`src/rtl/ks_subtractor_pipe_if.sv`:
```
// Operand/result handshake bundle for the pipelined Kogge-Stone subtractor.
// The producer drives operands and out_ready; the subtractor drives everything else.
interface ks_subtractor_pipe_if #(
    parameter int WIDTH = 16
);
    logic             in_valid;
    logic             in_ready;
    logic [WIDTH-1:0] a;
    logic [WIDTH-1:0] b;
    logic             bin;
    logic             out_valid;
    logic             out_ready;
    logic [WIDTH-1:0] diff;
    logic             bout;
    logic             ovf;
    logic             zero;

    modport master (
        output in_valid, a, b, bin, out_ready,
        input  in_ready, out_valid, diff, bout, ovf, zero
    );

    modport slave (
        input  in_valid, a, b, bin, out_ready,
        output in_ready, out_valid, diff, bout, ovf, zero
    );
endinterface

```
`src/rtl/ks_subtractor_pipe.sv`:
```
// Pipelined Kogge-Stone subtractor: diff = a - b - bin, computed as a + ~b + ~bin
// with one register per prefix level and a single global stall enable.
module ks_subtractor_pipe #(
    parameter int WIDTH = 16
) (
    input logic                 clk,
    input logic                 rst,
    ks_subtractor_pipe_if.slave bus
);
    localparam int LEVELS = $clog2(WIDTH);

    // Index k holds the state registered after prefix level k (k = 0 is the p/g stage).
    logic [LEVELS:0][WIDTH-1:0]   g_q;
    logic [LEVELS-1:0][WIDTH-1:0] p_q;
    logic [LEVELS:0][WIDTH-1:0]   po_q;
    logic [LEVELS:0]              v_q;
    logic [LEVELS:0]              cin_q;
    logic [LEVELS:0]              am_q;
    logic [LEVELS:0]              bm_q;

    logic [LEVELS:1][WIDTH-1:0]   g_nxt;
    logic [LEVELS-1:1][WIDTH-1:0] p_nxt;

    logic [WIDTH-1:0] p0;
    logic [WIDTH-1:0] g0;
    logic             cin0;
    logic [WIDTH-1:0] diff_n;
    logic             bout_n;
    logic             ovf_n;
    logic             zero_n;

    logic             out_valid_q;
    logic [WIDTH-1:0] diff_q;
    logic             bout_q;
    logic             ovf_q;
    logic             zero_q;
    logic             adv;

    assign adv          = !(out_valid_q && !bus.out_ready);
    assign bus.in_ready = adv;

    always_comb begin
        cin0  = ~bus.bin;
        p0    = bus.a ^ ~bus.b;
        g0    = bus.a & ~bus.b;
        // Gray cell at bit 0 absorbs the carry-in, so every prefix G becomes a true carry.
        g0[0] = (bus.a[0] & ~bus.b[0]) | (p0[0] & cin0);
    end

    always_comb begin
        g_nxt = '0;
        p_nxt = '0;
        for (int unsigned k = 1; k <= LEVELS; k++) begin
            g_nxt[k] = g_q[k-1];
            for (int unsigned i = (1 << (k - 1)); i < WIDTH; i++) begin
                g_nxt[k][i] = g_q[k-1][i] | (p_q[k-1][i] & g_q[k-1][i - (1 << (k - 1))]);
            end
        end
        // The last level never needs P, so propagate terms stop one level early.
        for (int unsigned k = 1; k < LEVELS; k++) begin
            p_nxt[k] = p_q[k-1];
            for (int unsigned i = (1 << (k - 1)); i < WIDTH; i++) begin
                p_nxt[k][i] = p_q[k-1][i] & p_q[k-1][i - (1 << (k - 1))];
            end
        end
    end

    always_comb begin
        diff_n = po_q[LEVELS] ^ {g_q[LEVELS][WIDTH-2:0], cin_q[LEVELS]};
        bout_n = ~g_q[LEVELS][WIDTH-1];
        ovf_n  = (am_q[LEVELS] != bm_q[LEVELS]) && (diff_n[WIDTH-1] != am_q[LEVELS]);
        zero_n = (diff_n == '0);
    end

    always_ff @(posedge clk) begin
        if (rst) begin
            v_q         <= '0;
            g_q         <= '0;
            p_q         <= '0;
            po_q        <= '0;
            cin_q       <= '0;
            am_q        <= '0;
            bm_q        <= '0;
            out_valid_q <= 1'b0;
            diff_q      <= '0;
            bout_q      <= 1'b0;
            ovf_q       <= 1'b0;
            zero_q      <= 1'b0;
        end else if (adv) begin
            v_q[0]   <= bus.in_valid;
            g_q[0]   <= g0;
            p_q[0]   <= p0;
            po_q[0]  <= p0;
            cin_q[0] <= cin0;
            am_q[0]  <= bus.a[WIDTH-1];
            bm_q[0]  <= bus.b[WIDTH-1];
            for (int unsigned k = 1; k <= LEVELS; k++) begin
                v_q[k]   <= v_q[k-1];
                g_q[k]   <= g_nxt[k];
                po_q[k]  <= po_q[k-1];
                cin_q[k] <= cin_q[k-1];
                am_q[k]  <= am_q[k-1];
                bm_q[k]  <= bm_q[k-1];
            end
            for (int unsigned k = 1; k < LEVELS; k++) begin
                p_q[k] <= p_nxt[k];
            end
            out_valid_q <= v_q[LEVELS];
            // Result fields only move when a real result arrives, so bubbles never expose junk.
            if (v_q[LEVELS]) begin
                diff_q <= diff_n;
                bout_q <= bout_n;
                ovf_q  <= ovf_n;
                zero_q <= zero_n;
            end
        end
    end

    assign bus.out_valid = out_valid_q;
    assign bus.diff      = diff_q;
    assign bus.bout      = bout_q;
    assign bus.ovf       = ovf_q;
    assign bus.zero      = zero_q;
endmodule

```
`src/flat_wrapper.sv`:
```
// flat-port wrapper written by rule: the top's interface ports become plain ports
module ks_subtractor_pipe_flat 
#(
    parameter int WIDTH = 16
)
  (clk, rst, bus_in_valid, bus_a, bus_b, bus_bin, bus_out_ready, bus_in_ready, bus_out_valid, bus_diff, bus_bout, bus_ovf, bus_zero);
  ks_subtractor_pipe_if #(.WIDTH(WIDTH)) bus_i ();
  input logic clk;
  input logic rst;
  input wire logic [$bits(bus_i.in_valid)-1:0] bus_in_valid;
  input wire logic [$bits(bus_i.a)-1:0] bus_a;
  input wire logic [$bits(bus_i.b)-1:0] bus_b;
  input wire logic [$bits(bus_i.bin)-1:0] bus_bin;
  input wire logic [$bits(bus_i.out_ready)-1:0] bus_out_ready;
  output wire logic [$bits(bus_i.in_ready)-1:0] bus_in_ready;
  output wire logic [$bits(bus_i.out_valid)-1:0] bus_out_valid;
  output wire logic [$bits(bus_i.diff)-1:0] bus_diff;
  output wire logic [$bits(bus_i.bout)-1:0] bus_bout;
  output wire logic [$bits(bus_i.ovf)-1:0] bus_ovf;
  output wire logic [$bits(bus_i.zero)-1:0] bus_zero;
  assign bus_i.in_valid = bus_in_valid;
  assign bus_i.a = bus_a;
  assign bus_i.b = bus_b;
  assign bus_i.bin = bus_bin;
  assign bus_i.out_ready = bus_out_ready;
  assign bus_in_ready = bus_i.in_ready;
  assign bus_out_valid = bus_i.out_valid;
  assign bus_diff = bus_i.diff;
  assign bus_bout = bus_i.bout;
  assign bus_ovf = bus_i.ovf;
  assign bus_zero = bus_i.zero;
  ks_subtractor_pipe #(.WIDTH(WIDTH)) u_core (.clk(clk), .rst(rst), .bus(bus_i));
endmodule
```
`config.mk`:
```
export PLATFORM = sky130hd
export DESIGN_NAME = ks_subtractor_pipe_flat
export DESIGN_NICKNAME = d
export VERILOG_FILES = /design/src/rtl/ks_subtractor_pipe_if.sv /design/src/rtl/ks_subtractor_pipe.sv /design/src/flat_wrapper.sv
export SDC_FILE = /design/constraint.sdc
export NUM_CORES = 1
export LEC_CHECK = 0
export CAP_MARGIN = 30
export CORE_UTILIZATION = 45
export CTS_CLUSTER_DIAMETER = 30
export DETAILED_ROUTE_END_ITERATION = 6
export SLEW_MARGIN = 25
export SYNTH_ARGS = -nofsm -noshare
export SYNTH_HDL_FRONTEND = slang
export SYNTH_SLANG_ARGS = --single-unit
```
`constraint.sdc`:
```
create_clock -name clk -period 1.9 [get_ports clk]
set_input_delay 0.285 -clock clk [delete_from_list [all_inputs] [get_ports clk]]
set_output_delay 0.285 -clock clk [all_outputs]
set_load 0.05 [all_outputs]
```
==> Implementation_results.wiki <==
{| class="wikitable"
! Metric !! Value
|-
| CP Capture Type || output port
|-
| Seq/Total Area, Yosys || 52.6%
|-
| Leakage Power || between 0.004 and 0.005 uW
|-
| Post-synthesis to final-layout area growth || 26.5%
|-
| Mux cell area share after synthesis || 0%
|-
| Starting density of the core || 45.9%
|-
| Post-synthesis compound-gate area fraction || 15.9%
|-
| Nets@finish || roughly 1200
|-
| Syn. warnings || 0
|-
| Ant. Diodes || 0
|-
| Number of buffers on the longest clock path || 3
|-
| Per-instance average area after synthesis || approximately 8.4 um^2
|-
| Detail-routed net length per standard cell || 14.5 um
|-
| Most used cells in the layout excluding fill and tap cells || sky130_fd_sc_hd__nand2_1 (298), sky130_fd_sc_hd__dfxtp_1 (234), sky130_fd_sc_hd__a21oi_1 (165), sky130_fd_sc_hd__nor2_1 (58), sky130_fd_sc_hd__a211oi_1 (50)
|-
| Detail Route Antenna Nets || 0
|-
| Worst reg-to-reg setup slack || around 400 ps
|-
| Die Span Y || between 100 and 150 um
|-
| Non-filler instance count after layout || between 1000 and 1500
|-
| Switching portion of total power || a little over a fifth
|-
| Syn Inst Count || approximately 1100
|-
| TritonCTS sink count || 234
|-
| Largest fanout on the critical path || 33
|-
| Number of H-tree levels || 2
|-
| Max-slew violation count || 0
|-
| Summed negative setup slack over all endpoints || 0 ps
|-
| Detail Placement HPWL || around 13000 um
|-
| Cell chosen for the clock root || sky130_fd_sc_hd__clkbuf_16
|-
| Seq cells post-synth || 234
|-
| CTS buffer count || between 40 and 50
|-
| Routability Congestion || between 0.7 and 0.8
|-
| Fraction of final layout cells with drive strength greater than 1 || between 10 and 15%
|-
| Netlist cell types || 32
|-
| Number of hold violations in the final report || 0
|-
| Max Fclk || about 550 MHz
|-
| Post-layout minimum cycle time || 1820 ps
|-
| Total I/O pin count || 58
|-
| Areal power density over the cells || ~1200 nW/um^2
|-
| Setup-violating endpoint count in the final report || 0
|-
| Switching power || 2850 uW
|-
| First-pass GRT wire length || 33700 um
|-
| Multi-input gate area || 3720 um^2
|-
| Clock share of power || between 50% and 60%
|-
| Final clock skew || about 16 ps
|-
| Setup repair after global routing missed its margin || no
|-
| Worst min-delay path class || in2reg
|-
| Post-layout instance area || 11300 um^2
|-
| Adder-cell area share of the yosys netlist || ~2.2%
|-
| Total placed instance area || 9690 um^2
|-
| Flop pwr share || between 30% and 40%
|-
| Summed instance area of the synthesized netlist || 8900 um^2
|-
| Internal power component || roughly 11000 uW
|-
| Kind of critical path || reg2out
|-
| Placed Cells incl. Taps || between 1000 and 1500
|-
| Arrival @ worst endpoint || about 1500 ps
|-
| Dominant combinational cell family by area after synthesis || simple AND/OR/NAND/NOR gates
|-
| Via count of the first global-routing pass || between 6000 and 7000
|-
| Vias per cell || around 5.0
|-
| Final WL || between 20000 and 25000 um
|-
| Least-Margin Pin Slew || about 510 ps
|-
| Grt total ovfl || 0
|-
| Leading cell type in the layout, fill and taps excluded || sky130_fd_sc_hd__nand2_1
|-
| Layout filler cell count || between 1500 and 2000
|-
| Share of the clock period used by the worst path after layout || 95.6%
|-
| Global-route usage over all layers || 20.5%
|-
| Source-to-sink clock delay at the later pin of the worst-skew pair || slightly above 500 ps
|-
| Area enclosed by the die boundary || 20300 um^2
|-
| Post-synthesis net count || 1112
|-
| Max-slew headroom at the worst pin || between 60% and 70%
|-
| Width of the chip || approximately 140 um
|-
| Count of max-cap constraint violations || 0
|-
| Core box area || between 15000 and 20000 um^2
|-
| Number of DRC violations after detailed routing || 0
|-
| Number of detailed-routing iterations run before antenna repair || 4
|-
| Worst Setup Start Kind || flip-flop
|-
| Pin count of the biggest net entering global routing || between 80 and 90
|-
| XOR/XNOR Fraction of Synth Area || 1.67%
|-
| Worst voltage drop across the vdd grid || between 500 and 600 uV
|-
| TritonCTS clock tree || yes
|-
| Standard-cell row count || between 50 and 60
|-
| Combinational fraction of design power || approximately 3.4%
|-
| FF/Latch Area || between 4000 and 5000 um^2
|-
| Final core utilization || between 50 and 60%
|-
| Data required time at the worst endpoint || ~1600 ps
|-
| Routed via count || about 7100
|-
| IO Port Bufs || between 50 and 60
|-
| Post-synthesis share of cell area spent on and, or, nand and nor gates || roughly 22%
|-
| Outcome || finished clean
|-
| Iteration-0 DRC Markers || between 400 and 500
|-
| Clock transition at the registers of the reported paths || ~50 ps
|-
| Post-Route Hold Slack || between 150 and 200 ps
|-
| Antenna violations before repair || 0
|}
==> synth_stat cells <==
master	instances	area share (%)
sky130_fd_sc_hd__nor3_2	10	1.1
sky130_fd_sc_hd__buf_6	5	0.63
sky130_fd_sc_hd__nor2_2	13	0.91
sky130_fd_sc_hd__nor3_1	42	2.4
sky130_fd_sc_hd__nand4_1	3	0.21
sky130_fd_sc_hd__a311oi_2	1	0.17
sky130_fd_sc_hd__ha_1	16	2.2
sky130_fd_sc_hd__o21ai_0	1	0.056
sky130_fd_sc_hd__buf_12	1	0.22
sky130_fd_sc_hd__nor2b_4	1	0.15
sky130_fd_sc_hd__buf_1	5	0.21
sky130_fd_sc_hd__nor3b_1	1	0.084
sky130_fd_sc_hd__o22ai_1	1	0.070
sky130_fd_sc_hd__nor2_1	58	2.4
sky130_fd_sc_hd__a211oi_1	50	4.2
sky130_fd_sc_hd__buf_2	29	1.6
sky130_fd_sc_hd__xor2_1	3	0.30
sky130_fd_sc_hd__buf_4	9	0.76
sky130_fd_sc_hd__nand3_1	34	1.9
sky130_fd_sc_hd__and2_1	1	0.070
sky130_fd_sc_hd__nand2b_1	1	0.070
sky130_fd_sc_hd__inv_1	17	0.72
sky130_fd_sc_hd__clkbuf_1	28	1.2
sky130_fd_sc_hd__inv_2	1	0.042
sky130_fd_sc_hd__dfxtp_1	234	53
sky130_fd_sc_hd__nand3b_1	1	0.084
sky130_fd_sc_hd__xnor2_1	14	1.4
sky130_fd_sc_hd__a31o_2	1	0.098
sky130_fd_sc_hd__buf_8	1	0.17
sky130_fd_sc_hd__a211oi_2	14	2.0
sky130_fd_sc_hd__a21oi_1	165	9.3
sky130_fd_sc_hd__nand2_1	298	13
==> worst max-delay path, cell delays in order (launching register included) <==
cell	delay (ps)
sky130_fd_sc_hd__dfxtp_1	320
sky130_fd_sc_hd__nor2b_4	220
sky130_fd_sc_hd__inv_6	80
sky130_fd_sc_hd__buf_16	170
sky130_fd_sc_hd__buf_4	210
==> timing repair <==
item                                    in CTS  in global routing
hold buffers                                 0                  0
gates resized for setup                     20                  1
cloned                                       0                  1
pin swaps                                    0                  0
setup buffers                                0                  2
endpoints found under the setup margin      20                  1
==> kinds of logic after synthesis <==
logic type / Yosys count
AND/OR/NAND/NOR: 463
adder cells (fa/ha/maj): 16
flip-flops: 234
AO/OA/AOI/OAI: 233
XOR/XNOR: 17
buffers and inverters: 96
==> area by class of cell <==
cell class	instances	share of cell area [%]
Inverter	18	0.645
Clock buffer	60	11.5
Multi-Input combinational cell	729	33.0
Timing Repair Buffer	84	8.08
Clock inverter	20	2.17
Tap cell	265	2.95
Sequential cell	234	41.6
==> stage by stage <==
stage / worst slack [ps] / total power, uW
2_1_floorplan: 188 / 5540
3_5_place_dp: 61.8 / 5750
3_3_place_gp: 83.1 / 5750
5_1_grt: 34.8 / 14000
6_report: 83.8 / 13500
4_1_cts: 26.0 / 13700
==> final timing paths <==
path	from	end	cells after the start
worst min register to register	u_core.p_q[63]$_SDFFE_PP0N_	u_core.p_q[63]$_SDFFE_PP0N_	2
worst max-delay path	u_core.bus.out_valid$_SDFFE_PP0N_	bus_in_ready	4
worst min-delay path	rst	u_core.po_q[41]$_SDFFE_PP0N_	2
worst max register to register	u_core.bus.out_valid$_SDFFE_PP0N_	u_core.bus.diff[14]$_SDFFE_PP0P_	6
==> per-layer routing <==
layer | global-route usage [%] | vias up | wire, um
met5 | 0 | - | 0
met4 | 7.07 | 0 | 393
met3 | 4.23 | 37 | 903
met2 | 32.1 | 157 | 9270
met1 | 28.1 | 3224 | 9840
li1 | - | 3666 | -
==> power groups by stage <==
stage | clock network [uW] | logic, uW | registers, uW
2_1_floorplan | 0 | 293 | 5250
3_3_place_gp | 0 | 465 | 5280
3_5_place_dp | 0 | 468 | 5280
4_1_cts | 8000 | 470 | 5190
5_1_grt | 8270 | 526 | 5200
6_report | 7870 | 465 | 5190
==> state kept, by name (all words and copies together), names as in the netlist <==
name                  count
u_core.cin_q              5
u_core.bus.diff          16
u_core.bm_q               5
u_core.po_q              64
u_core.bus.out_valid      1
u_core.bus.bout           1
u_core.p_q               49
u_core.g_q               65
u_core.bus.ovf            1
u_core.p_nxt              1
u_core.g_nxt             15
u_core.am_q               5
u_core.v_q                5
u_core.bus.zero           1
Note: power is estimated with default switching activity, not from simulation.
==> edit: new RTL, same settings <==
`WIDTH` is set to 16 in 3 places; all go to 32.
--- a/src/rtl/ks_subtractor_pipe_if.sv
+++ b/src/rtl/ks_subtractor_pipe_if.sv
@@ -3,3 +3,3 @@
 interface ks_subtractor_pipe_if #(
-    parameter int WIDTH = 16
+    parameter int WIDTH = 32
 );
--- a/src/rtl/ks_subtractor_pipe.sv
+++ b/src/rtl/ks_subtractor_pipe.sv
@@ -3,3 +3,3 @@
 module ks_subtractor_pipe #(
-    parameter int WIDTH = 16
+    parameter int WIDTH = 32
 ) (
--- a/src/flat_wrapper.sv
+++ b/src/flat_wrapper.sv
@@ -3,3 +3,3 @@
 #(
-    parameter int WIDTH = 16
+    parameter int WIDTH = 32
 )
Interface: changed (resized bus_a, bus_b and bus_diff); port bits go from 58 to 106. The function was not compared with the original's and may differ.
==> edit against the unedited design <==
- power grew 150%
- sequential cell count grew 308
- critical endpoint is now bus_diff[19]
- count of clock-buffer cells in the layout up 94
- the run now ends with design-rule violations left
- synthesized area rose by 130%
- critical path type unchanged
- setup slack worse by 0.0048 ns
- highest routed layer unchanged
- sequential power increased by 130%
- global-route usage increased by 3.2 points
- final area increased by 130%
- synthesized cell count increased by 130%
- routed wire length rose to 2.6 times the old value
- register-to-register slack worse by 0.11 ns
==> edit: results (changes against the unedited design) <==
| Metric | Value |
|---|---|
| H-Tree Level Count | `3 (+1)` |
| DRC | `4 (+4)` |
| Worst path max stage delay | `0.54 ns (+0.22 ns)` |
| Share of synthesized area occupied by flip-flops and latches | `0.538 (+0.0120)` |
| Port buffer count | `105 (+84%)` |
| Wire length of the first global-routing pass | `86.2 mm (+160%)` |
| Global-route total usage across every layer | `0.237 (+0.0318)` |
| Failing checks | `design-rule violations` |
| Half-perimeter wire length after placement | `35.4 mm (+180%)` |
| Biggest area contributors in the synthesized netlist | `dfxtp_1 (54%), nand2_1 (12%), a21oi_1 (9.4%)` |
| Compound-Gate Fraction of Synth Area | `0.162 (+0.00315)` |
| Worst-Skew Late Latency | `0.63 ns (+0.12 ns)` |
| Placement Cell Area | `21900 um2 (+130%)` |
| Headroom to the max-slew limit | `0.634 (-0.0256)` |
| Cell at the slowest stage of the critical path | `dlygate4sd2_1` |
| Adder-cell share of the synthesized area | `0.0199 (-0.00263)` |
| Worst-path fanout max | `2 (-94%)` |
| Regs by FF count | `u_core.g_q x161, u_core.po_q x160, u_core.p_q x129` |
| Lkg Pwr | `9.77 nW (+130%)` |
| Final net count | `2642 (+130%)` |
| Weighted congestion reported at the end of routability-driven placement | `0.820 (+7.3%)` |
| DRT Pass-1 Iters | `7 (+3)` |
| Number of buffers created by CTS | `112 (+150%)` |
| Xor/xnor cell area share of the yosys netlist | `0.0143 (-0.00245)` |
| Run status | `finished with violations` |
| Iteration-0 DRC Markers | `1219 (+170%)` |
| Most frequent cells after synthesis | `nand2_1 (658), dfxtp_1 (542), a21oi_1 (379)` |
| Number of nets produced by synthesis | `2530 (+130%)` |
edit: cell count changes in the layout (fill, tap and decap cells not counted), sizes merged, moves of 16 or more:
cell,change
nand2,+360
a211oi,+96
nor3,+79
a21oi,+214
nor2,+96
clkbuf,+93
inv,+19
clkdlybuf4s50,+32
buf,+47
ha,+16
dfxtp,+308
nand3,+64
edit: cell type report:
type                       count  area share
sequential                   542       0.418
multi-input combinational   1674       0.320
clock buffer                 154       0.125
timing repair buffer         177      0.0709
clock inverter                57      0.0324
tap                          592      0.0285
inverter                      34     0.00521
edit: worst reg2reg max path, stage by stage, from the launching register on:
cell and delay (ns):
dfxtp_1 0.32, xnor2_1 0.38, nand4_1 0.22, nor4_1 0.33, buf_4 0.16, nand4_1 0.07
nand2_1 0.07
edit: worst paths after layout:
kind         slack [ns]                              from  cells past startpoint                           end
max reg2reg        0.30      u_core.g_q[166]$_SDFFE_PP0N_                      6  u_core.bus.zero$_SDFFE_PP0P_
min                 0.1                               rst                      2    u_core.p_q[2]$_SDFFE_PP0N_
min reg2reg        0.45       u_core.am_q[4]$_SDFFE_PP0N_                      2   u_core.am_q[4]$_SDFFE_PP0N_
max                0.08  u_core.bus.diff[19]$_SDFFE_PP0P_                      1                  bus_diff[19]
edit: report_power, final:
part / leakage [nW] / switching [mW] / internal, mW / total (mW)
Combinational: 3.38 / 0.502 / 0.410 / 0.912
Clock: 2.00 / 6.16 / 14.4 / 20.6
Sequential: 4.40 / 0.267 / 11.7 / 11.9
Total: 9.77 / 6.93 / 26.5 / 33.4
edit: kinds of logic (layout without fill, tap and decap cells):
| group | after synthesis | in the layout |
|---|---|---|
| simple gates | 1069 | 1069 |
| flops | 542 | 542 |
| compound gates | 541 | 541 |
| buf+inv | 213 | 422 |
| fa+ha+maj | 32 | 32 |
| xor+xnor | 32 | 32 |
edit: through the flow:
| stage | util | setup WS, ns | power, mW | cells | hold slack [ns] |
|---|---|---|---|---|---|
| after floorplan | - | 0.242 | 12.6 | 2429 | 0.381 |
| after global placement | 0.496 | 0.0209 | 13.0 | 3019 | 0.438 |
| after detailed placement | 0.496 | 0.0165 | 13.1 | 3019 | 0.445 |
| after CTS | 0.587 | 0.0336 | 33.7 | 3230 | 0.0858 |
| after global routing | 0.587 | 0.0336 | 34.5 | 3230 | 0.119 |
| final | 0.587 | 0.0790 | 33.4 | 3230 | 0.0971 |
edit: what timing repair did:
| item | in CTS | in global routing |
|---|---|---|
| setup buffers | 1 | 0 |
| setup endpoints to repair | 36 | 0 |
| gates resized for setup | 36 | 0 |
| endpoints found under the hold margin | 0 | 0 |
edit: per-layer routing:
metal	vias up	share of wire	GRT usage
li1	8487	-	-
met1	7924	0.47	0.321
met2	406	0.46	0.381
met3	76	0.048	0.0387
met4	0	0.022	0.0869
met5	-	0	0
